File: src/rtl/shift_ctrl.sv
// shift_ctrl: shift-enable/direction sequencer for the LED shift register.
// A prescaler makes a one-cycle tick at one of four rates. The lit-LED index
// is tracked so that bounce mode can reverse direction at either end.
module shift_ctrl #(
  parameter int unsigned     N_LEDS  = 4,
  parameter int unsigned     N_COUNT = 32,
  parameter longint unsigned LIM0    = 64'd8388607,
  parameter longint unsigned LIM1    = 64'd16777215,
  parameter longint unsigned LIM2    = 64'd33554431,
  parameter longint unsigned LIM3    = 64'd67108863,
  localparam int unsigned    POS_W   = $clog2(N_LEDS)
) (
  input  logic             clk,
  input  logic             i_ck_rst,
  input  logic             i_run,
  input  logic [1:0]       i_sel,
  input  logic             i_mode,
  input  logic             i_dir,
  output logic             o_shift_enable,
  output logic             o_shift_dir,
  output logic [POS_W-1:0] o_pos
);

  localparam logic [N_COUNT-1:0] L0      = N_COUNT'(LIM0);
  localparam logic [N_COUNT-1:0] L1      = N_COUNT'(LIM1);
  localparam logic [N_COUNT-1:0] L2      = N_COUNT'(LIM2);
  localparam logic [N_COUNT-1:0] L3      = N_COUNT'(LIM3);
  localparam logic [POS_W-1:0]   POS_MAX = POS_W'(N_LEDS - 1);

  typedef enum logic [1:0] {
    ST_STOP   = 2'd0,
    ST_FIXED  = 2'd1,
    ST_BOUNCE = 2'd2
  } state_t;

  state_t             state_q, state_d;
  logic [N_COUNT-1:0] cnt_q, cnt_d;
  logic               en_q, en_d;
  logic               dir_q, dir_d;
  logic [POS_W-1:0]   pos_q, pos_d;
  logic [N_COUNT-1:0] lim;
  logic [POS_W-1:0]   pos_nxt;

  // State and datapath registers, all cleared asynchronously
  always_ff @(posedge clk or posedge i_ck_rst) begin
    if (i_ck_rst) begin
      state_q <= ST_STOP;
      cnt_q   <= '0;
      en_q    <= 1'b0;
      dir_q   <= 1'b0;
      pos_q   <= '0;
    end else begin
      state_q <= state_d;
      cnt_q   <= cnt_d;
      en_q    <= en_d;
      dir_q   <= dir_d;
      pos_q   <= pos_d;
    end
  end

  // Next state, prescaler, position and direction
  always_comb begin
    state_d = ST_STOP;
    cnt_d   = cnt_q;
    en_d    = 1'b0;
    dir_d   = dir_q;
    pos_d   = pos_q;
    lim     = L0;
    pos_nxt = pos_q;

    if (i_run) state_d = i_mode ? ST_BOUNCE : ST_FIXED;

    case (i_sel)
      2'd0:    lim = L0;
      2'd1:    lim = L1;
      2'd2:    lim = L2;
      default: lim = L3;
    endcase

    // Position follows every tick the shift register sees, so a tick
    // issued just before a pause is still accounted for.
    if (dir_q) pos_nxt = (pos_q == '0) ? POS_MAX : pos_q - POS_W'(1);
    else       pos_nxt = (pos_q == POS_MAX) ? '0 : pos_q + POS_W'(1);
    if (en_q) pos_d = pos_nxt;

    case (state_q)
      ST_FIXED, ST_BOUNCE: begin
        if (cnt_q >= lim) begin
          cnt_d = '0;
          en_d  = 1'b1;
        end else begin
          cnt_d = cnt_q + N_COUNT'(1);
        end
        if (state_q == ST_FIXED) begin
          // Direction is frozen on the tick edge so tick and dir stay paired
          if (!en_q) dir_d = i_dir;
        end else if (en_q) begin
          if (!dir_q && pos_nxt == POS_MAX) dir_d = 1'b1;
          else if (dir_q && pos_nxt == '0)  dir_d = 1'b0;
        end
      end
      default: ;
    endcase
  end

  assign o_shift_enable = en_q;
  assign o_shift_dir    = dir_q;
  assign o_pos          = pos_q;

endmodule
File: config.mk
export PLATFORM = sky130hd
export DESIGN_NAME = shift_ctrl
export DESIGN_NICKNAME = d
export VERILOG_FILES = /design/src/rtl/shift_ctrl.sv
export SDC_FILE = /design/constraint.sdc
export NUM_CORES = 1
export LEC_CHECK = 0
export CORE_ASPECT_RATIO = 0.75
export CORE_MARGIN = 5
export CORE_UTILIZATION = 60
export CTS_CLUSTER_SIZE = 12
export DETAILED_ROUTE_END_ITERATION = 7
export PLACE_DENSITY_LB_ADDON = 0.05
export SLEW_MARGIN = 40
export SYNTH_ARGS = -nofsm -noshare
export SYNTH_HDL_FRONTEND = slang
export SYNTH_SLANG_ARGS = --single-unit
File: constraint.sdc
create_clock -name clk -period 4.2 [get_ports clk]
set_clock_uncertainty 0.05 [all_clocks]
set_input_delay 0.42 -clock clk [delete_from_list [all_inputs] [get_ports clk]]
set_output_delay 0.42 -clock clk [all_outputs]
set_load 0.01 [all_outputs]
==> results.txt, run 1 <==
status: completed
Hold Buf Count CTS: 0
RePlAce Congestion: 0.787
share of the synthesized area in the top cell type: 0.428
Final Non-Filler Cells: 291
flop-to-flop setup slack: 1580 ps
die extent in y: 62.7 um
Seq/Total Area, Yosys: 0.428
RSZ-0062 raised after global routing: no
WL/cell: 16.8 um
met2 GRT Util: 0.330
chip width: 80.2 um
drt drc: 0
Post-Place Cells: 284
Crit Path Max Fanout: 16
H-Tree Depth: 2
Critical Path AT: 2770 ps
Post-synth top flop: dfrtp_1
GRT Util Overall: 0.212
YS warnings: 0
worst path required time: 4350 ps
antenna violations before repair: 0
GR Util met1: 0.295
Synth async-reset ratio: 1.00
Iter 0 DRT Violations: 145
pwr dens: 476 nW/um^2
Detail Route Antenna Nets: 0
synthesis-to-finish area growth: 9.81%
first-pass GRT wire length: 8450 um
Critical Path Start Type: flip-flop
Reg2Reg Depth: 5
Num Clock Sinks: 38
Hold Violations, Final: 0
CTS root buffer: clkbuf_8
via-per-instance ratio: 6.46
min Tclk post-route: 2620 ps
final global-route overflow total: 0
mapped cell area: 2220 sq um
CTS clk-pin slew, worst paths: 70 ps
Total Wirelength: 4880 um
most common library cells after synthesis: dfrtp_1, o21ai_0, nand4_1
DR vias: 1881
final hold slack: 471 ps
# port buffers: 10
element type at the critical path end: flip-flop
number of buffers created by CTS: 5
GRT met3 Usage: 0.0562
die area: 5030 sq um
Antenna diodes: 0
layout cells sized above 1: 0.0753
Syn Area/Cell: 9.57 sq um
Cells after Synth: 232
synth unique cells: 42
largest cells by area after synthesis: dfrtp_1, a22oi_1, o21ai_0
maximum VDD drop: 0.370 mV
Synthesized Nets: 246
setup bufs post-CTS: 0
Post-CTS Resized: 0
floorplan row count: 19
CTS tree: built
Worst-Skew Late Latency: 290 ps
vias in the first global route: 1840
final-stage net count: 253
setup TNS: 0 ps
Max clock buf depth: 2
Worst Setup Path Type: reg -> reg
fillers: 292
Least-Margin Pin Slew: 655 ps
Pins Over Slew Limit: 0
power after layout: 1.16 mW
relative max-transition margin: 0.563
CORE AREA: 3610 sq um
leading area contributor after synthesis: dfrtp_1
EDFF count, synth: 0
GR peak layer: met2
crit share post-route: 0.624
DRT Pass-1 Iters: 4
HPWL Detailed: 3390 um
Worst Hold Class: in -> async
largest net degree at the start of global routing: 30
top-count cell post-synth: dfrtp_1
Yosys reg bits: 38
Top Ports: 11
Starting Density: 0.614
Max-Cap Viols: 0
static leakage: 1.05 nW
final setup vio count: 0
f_max: 382 MHz
==> path summary, 6_finish.rpt <==
path	end	from
min in group clk	cnt_q[6]	cnt_q[6]
min reg2reg	cnt_q[6]	cnt_q[6]
max in group asynchronous	cnt_q[7]	i_ck_rst
min	cnt_q[18]	i_ck_rst
max	cnt_q[19]	state_q[0]
max reg2reg	cnt_q[19]	state_q[0]
==> critical path: stages (launching register included) <==
cell and delay, ps:
dfrtp_1 370, ha_1 500, and4b_1 570, nand4_1 370, or4_1 500, a22oi_1 170
==> flip-flops by register name, summed over array words and instances (netlist names) <==
signal	cells
o_pos	2
o_shift_enable	1
o_shift_dir	1
cnt_q	32
state_q	2
==> where the power goes <==
group | switching (mW) | total (mW) | internal (mW) | leakage, nW
clock | 0.117 | 0.231 | 0.114 | 0.0383
sequential | 0.0974 | 0.539 | 0.441 | 0.504
combinational | 0.213 | 0.389 | 0.176 | 0.503
==> through the flow <==
step	area [sq um]	util	setup WS, ps
6_report	2440	0.675	1580
5_1_grt	2440	0.675	1390
4_1_cts	2440	0.675	1400
3_5_place_dp	2360	0.653	1370
3_3_place_gp	2340	0.647	1270
2_1_floorplan	2220	-	2080
==> kinds of logic after synthesis <==
kind of cell	after synthesis	share of synthesized area
AOI/OAI and AO/OA	67	0.205
adders and majority gates	7	0.0395
DFF	38	0.428
xor gates and xnor gates	10	0.0395
buffers and inverters	21	0.0417
and+or+nand+nor	89	0.246
==> layout make-up <==
cell class,count,area (sq um),area share
Sequential cell,38,951,0.390
Tap cell,52,65.1,0.0267
Multi-Input combinational cell,173,1180,0.486
Clock buffer,7,76.3,0.0313
Timing Repair Buffer,13,130,0.0534
Inverter,8,30.0,0.0123
==> metal layers <==
metal	vias to the layer above	wire [um]
li1	899	-
met1	936	2370
met2	40	2280
met3	6	190
met4	0	42
met5	-	0
==> layout by cell type, fill, tap and decap left out, drive strengths merged, types with 3 or more instances in the layout <==
cell type,count
clkbuf,7
a22oi,15
and3,6
o21ai,19
ha,7
and2,4
nand3,10
or4,6
xor2,6
o31ai,4
dfrtp,38
buf,3
a21oi,14
nand4,15
or3,12
nor3,3
nand2,12
inv,8
and4,5
clkdlybuf4s50,10
nor2,5
xnor2,4
(Power assumes the default switching activity.)
==> inputs of run 2 (changes only) <==
CORE_UTILIZATION = 54   (was 60)
clock period = 2.2 ns   (was 4.2 ns; I/O delays follow)
==> results.txt, run 2 (synthesized netlist as in run 1, its figures left out) <==
status: completed
antenna violations before repair: 0
Pins Over Slew Limit: 0
max FFs per register: 32
Max-Cap Viols: 0
placed cell area: 2510 sq um
synthesis-to-finish area growth: 19.2%
Starting Density: 0.554
buffers plus inverters on the worst setup path: 2
final worst slack: 63.9 ps
worst path cell trace: clkdlybuf4s50_1, nand2_1, ha_1, or4_4, a211oi_4, o31ai_4, buf_12, a22oi_1
Worst-Skew Late Latency: 290 ps
setup TNS: 0 ps
DRT Pass-1 Iters: 4
Least-Margin Pin Slew: 478 ps
static leakage: 1.14 nW
number of buffers created by CTS: 5
CTS tree: built
sequential power share: 0.432
layout cells sized above 1: 0.181
Total Wirelength: 5180 um
pwr dens: 897 nW/um^2
HPWL Detailed: 3730 um
most frequent cells in the layout: dfrtp_1, buf_4, o21ai_0, nand4_1, a21oi_1
crit share post-route: 0.971
vias in the first global route: 1919
Hold Buf Count CTS: 0
H-Tree Depth: 2
Largest Register: cnt_q
f_max: 468 MHz
Num Clock Sinks: 38
via-per-instance ratio: 6.16
die area: 5510 sq um
Hold Violations, Final: 0
Antenna diodes: 0
post-route cell area: 2650 sq um
switching pwr: 0.875 mW
Critical Path AT: 2290 ps
DR vias: 1933
worst path required time: 2360 ps
Top Ports: 11
CTS root buffer: clkbuf_8
chip width: 84.0 um
Largest delay share family, worst path: buffers and inverters
first-pass GRT wire length: 9200 um
commonest non-fill, non-tap cell in the layout: dfrtp_1
Max clock buf depth: 2
setup bufs post-CTS: 0
CORE AREA: 4000 sq um
Comb power frac: 0.359
die extent in y: 65.5 um
# port buffers: 10
Iter 0 DRT Violations: 104
final global-route overflow total: 0
GRT Util Overall: 0.209
final-stage net count: 272
largest net degree at the start of global routing: 39
CTS clk-pin slew, worst paths: 70 ps
floorplan row count: 20
WL/cell: 16.5 um
RePlAce Congestion: 0.863
drt drc: 0
Worst Hold Class: in -> async
Worst Setup Path Type: in -> reg
min Tclk post-route: 2140 ps
power after layout: 2.37 mW
Crit-path slowest cell: or4_4
Critical Path Start Type: primary input
relative max-transition margin: 0.681
Detail Route Antenna Nets: 0
final setup vio count: 0
final hold slack: 290 ps
DP Worst Slack: -221 ps
Power Internal: 1.50 mW
fillers: 333
RSZ-0062 raised after global routing: yes
Net Sw Frac: 0.368
CP peak stage delay: 550 ps
Crit Path Max Fanout: 17
maximum VDD drop: 0.613 mV
Clk pwr share: 0.209
element type at the critical path end: flip-flop
run 2: cell count changes in the layout (fill, tap and decap cells not counted), sizes merged:
cell and delta:
clkinvlp +1, buf +19, clkinv +1, clkbuf -1
run 2: layout make-up:
cell class              count  area [sq um]  area share
repair buffers             32           282       0.106
clock inverters             2          12.5     0.00473
clock buffers               6          82.6      0.0312
well taps                  55          68.8      0.0260
inverters                   8          30.0      0.0114
flip-flops and latches     38           952       0.360
multi-input cells         173          1220       0.460
run 2: timing repair:
| item | 4_1_cts | 5_1_grt |
|---|---|---|
| gates resized for setup | 0 | 9 |
| endpoints found under the hold margin | 0 | 0 |
| endpoints found under the setup margin | 0 | 6 |
run 2: tightest hold or removal path, cell delays in order:
cell and delay, ps:
clkdlybuf4s50_1 400, inv_1 50, buf_4 400
run 2: power by group through the flow:
stage / clock network, mW / registers [mW] / logic, mW
after floorplan: 0 / 0.996 / 0.498
after global placement: 0 / 1.01 / 0.778
after detailed placement: 0 / 1.03 / 0.816
after CTS: 0.511 / 1.02 / 0.822
after global routing: 0.543 / 1.05 / 0.936
final: 0.497 / 1.02 / 0.852
run 2: through the flow:
| stage | instances | util |
|---|---|---|
| floorplan | 232 | - |
| global placement | 306 | 0.628 |
| detailed placement | 306 | 0.628 |
| CTS | 314 | 0.651 |
| global route | 314 | 0.661 |
| finish | 314 | 0.661 |
run 2: final timing paths:
kind | startpoint | endpoint | slack [ps] | cells past startpoint
worst min register to register | cnt_q[1] | cnt_q[1] | 480 | 2
worst max register to register | cnt_q[13] | cnt_q[23] | 80 | 5
min in group clk | i_mode | state_q[0] | 430 | 2
worst max-delay path | i_sel[1] | cnt_q[23] | 60 | 8
worst min-delay path | i_ck_rst | state_q[0] | 290 | 3
max in group asynchronous | i_ck_rst | cnt_q[17] | 1450 | 3
run 2: per-layer routing:
metal | wire length (um) | track usage
met4 | 41 | 0.0703
met1 | 2570 | 0.291
met2 | 2380 | 0.321
met3 | 186 | 0.0476
met5 | 0 | 0
==> inputs of run 3 (changes only) <==
CORE_UTILIZATION = 56   (was 54)
CTS_BUF_LIST = sky130_fd_sc_hd__clkbuf_8   (was unset)
==> results.txt, run 3 (synthesized netlist as in run 1, its figures left out) <==
WL/cell: 18.4 um
Least-Margin Pin Slew: 604 ps
pwr dens: 934 nW/um^2
Max-Cap Viols: 0
CP peak stage delay: 460 ps
status: completed
Hold Buf Count CTS: 0
worst setup path startpoint: cnt_q[25]
Worst Setup Path Type: reg -> reg
Critical Path AT: 2330 ps
min Tclk post-route: 2170 ps
Detail Route Antenna Nets: 0
largest net degree at the start of global routing: 39
antenna violations before repair: 0
Max clock buf depth: 2
Largest Register: cnt_q
floorplan row count: 19
Starting Density: 0.595
die extent in y: 64.5 um
H-Tree Depth: 2
maximum VDD drop: 0.572 mV
CTS clk-pin slew, worst paths: 70 ps
Critical Path Start Type: flip-flop
worst path cell trace: ha_4, or4_4, a211oi_4, o31ai_4, buf_12, clkbuf_16, a22oi_1
vias in the first global route: 1954
multi-input logic area: 1250 sq um
most frequent cells in the layout: dfrtp_1, buf_4, o21ai_0, nand4_1, a21oi_1
final global-route overflow total: 0
final setup vio count: 0
Pins Over Slew Limit: 0
Post-Place Cells: 299
Crit Path Max Fanout: 5
commonest non-fill, non-tap cell in the layout: dfrtp_1
via-per-instance ratio: 6.60
power after layout: 2.55 mW
beginning of the worst register-to-register path: cnt_q[25]
Worst Hold Class: in -> async
RePlAce Congestion: 0.894
final-stage net count: 275
max FFs per register: 32
relative max-transition margin: 0.587
# port buffers: 10
Top Ports: 11
worst path required time: 2360 ps
final hold slack: 308 ps
fillers: 274
register area: 953 sq um
Total Wirelength: 5750 um
Hold Violations, Final: 0
f_max: 460 MHz
setup TNS: 0 ps
die area: 5340 sq um
placed cell area: 2480 sq um
CTS root buffer: clkbuf_8
Crit-path slowest cell: dfrtp_2
layout cells sized above 1: 0.207
first-pass GRT wire length: 8870 um
GRT Util Overall: 0.215
static leakage: 1.19 nW
CTS tree: built
CORE AREA: 3730 sq um
number of buffers created by CTS: 5
Iter 0 DRT Violations: 212
Final Non-Filler Cells: 313
Worst-Skew Late Latency: 290 ps
element type at the critical path end: flip-flop
DR vias: 2065
synthesis-to-finish area growth: 22.9%
Antenna diodes: 0
Num Clock Sinks: 38
post-route cell area: 2730 sq um
buffers plus inverters on the worst setup path: 2
DRT Pass-1 Iters: 6
drt drc: 0
chip width: 82.7 um
crit share post-route: 0.988
Largest delay share family, worst path: compound AO/OA/AOI/OAI gates
HPWL Detailed: 3770 um
==> run 3: changes by cell type in the layout (fill, tap and decap cells not counted), moves of 2 or more <==
cell,before,now
clkbuf_16,0,2
o21ai_1,0,2
o21ai_0,19,17
clkdlybuf4s50_1,10,8
dlymetal6s2s_1,0,2
==> run 3: layout make-up <==
class                   instances  area share
multi-input cells             174       0.460
repair buffers                 34       0.127
well taps                      52      0.0239
flip-flops and latches         38       0.350
inverters                       8      0.0110
clock inverters                 2     0.00367
clock buffers                   5      0.0252
==> run 3: power by group <==
part / switching [mW] / total, mW / internal (mW) / leakage, nW
Clock: 0.235 / 0.448 / 0.212 / 0.0438
Combinational: 0.518 / 1.07 / 0.551 / 0.645
Sequential: 0.189 / 1.03 / 0.843 / 0.501
Total: 0.941 / 2.55 / 1.61 / 1.19
==> run 3: worst min-delay path: cells and delay by family <==
| kind | cells | cell delay [ps] |
|---|---|---|
| buffers and inverters | 3 | 870 |
==> run 3: metal layers <==
metal	global-route usage	vias up	routed length [um]
met1	0.310	1032	2590
met5	0	-	0
li1	-	948	-
met4	0.0735	0	99
met2	0.309	74	2670
met3	0.0637	11	392
==> run 3: path summary, 6_finish.rpt <==
| check | endpoint | slack (ps) | cells after the start |
|---|---|---|---|
| min in group clk | state_q[0] | 440 | 2 |
| worst min register to register | cnt_q[1] | 480 | 2 |
| max in group asynchronous | cnt_q[17] | 1440 | 3 |
| worst max register to register | cnt_q[21] | 30 | 7 |
| worst min-delay path | cnt_q[21] | 310 | 3 |
| worst max-delay path | cnt_q[21] | 30 | 7 |
==> run 3: what timing repair did <==
action                                  in CTS  in global routing
resized for setup                            0                 18
setup buffers                                0                  4
endpoints found under the setup margin       0                 18
==> run 3: through the flow <==
step	setup slack [ps]	util
floorplan	123	-
global placement	-165	0.664
detailed placement	-271	0.664
CTS	23.7	0.685
global route	-40.1	0.731
finish	26.3	0.731
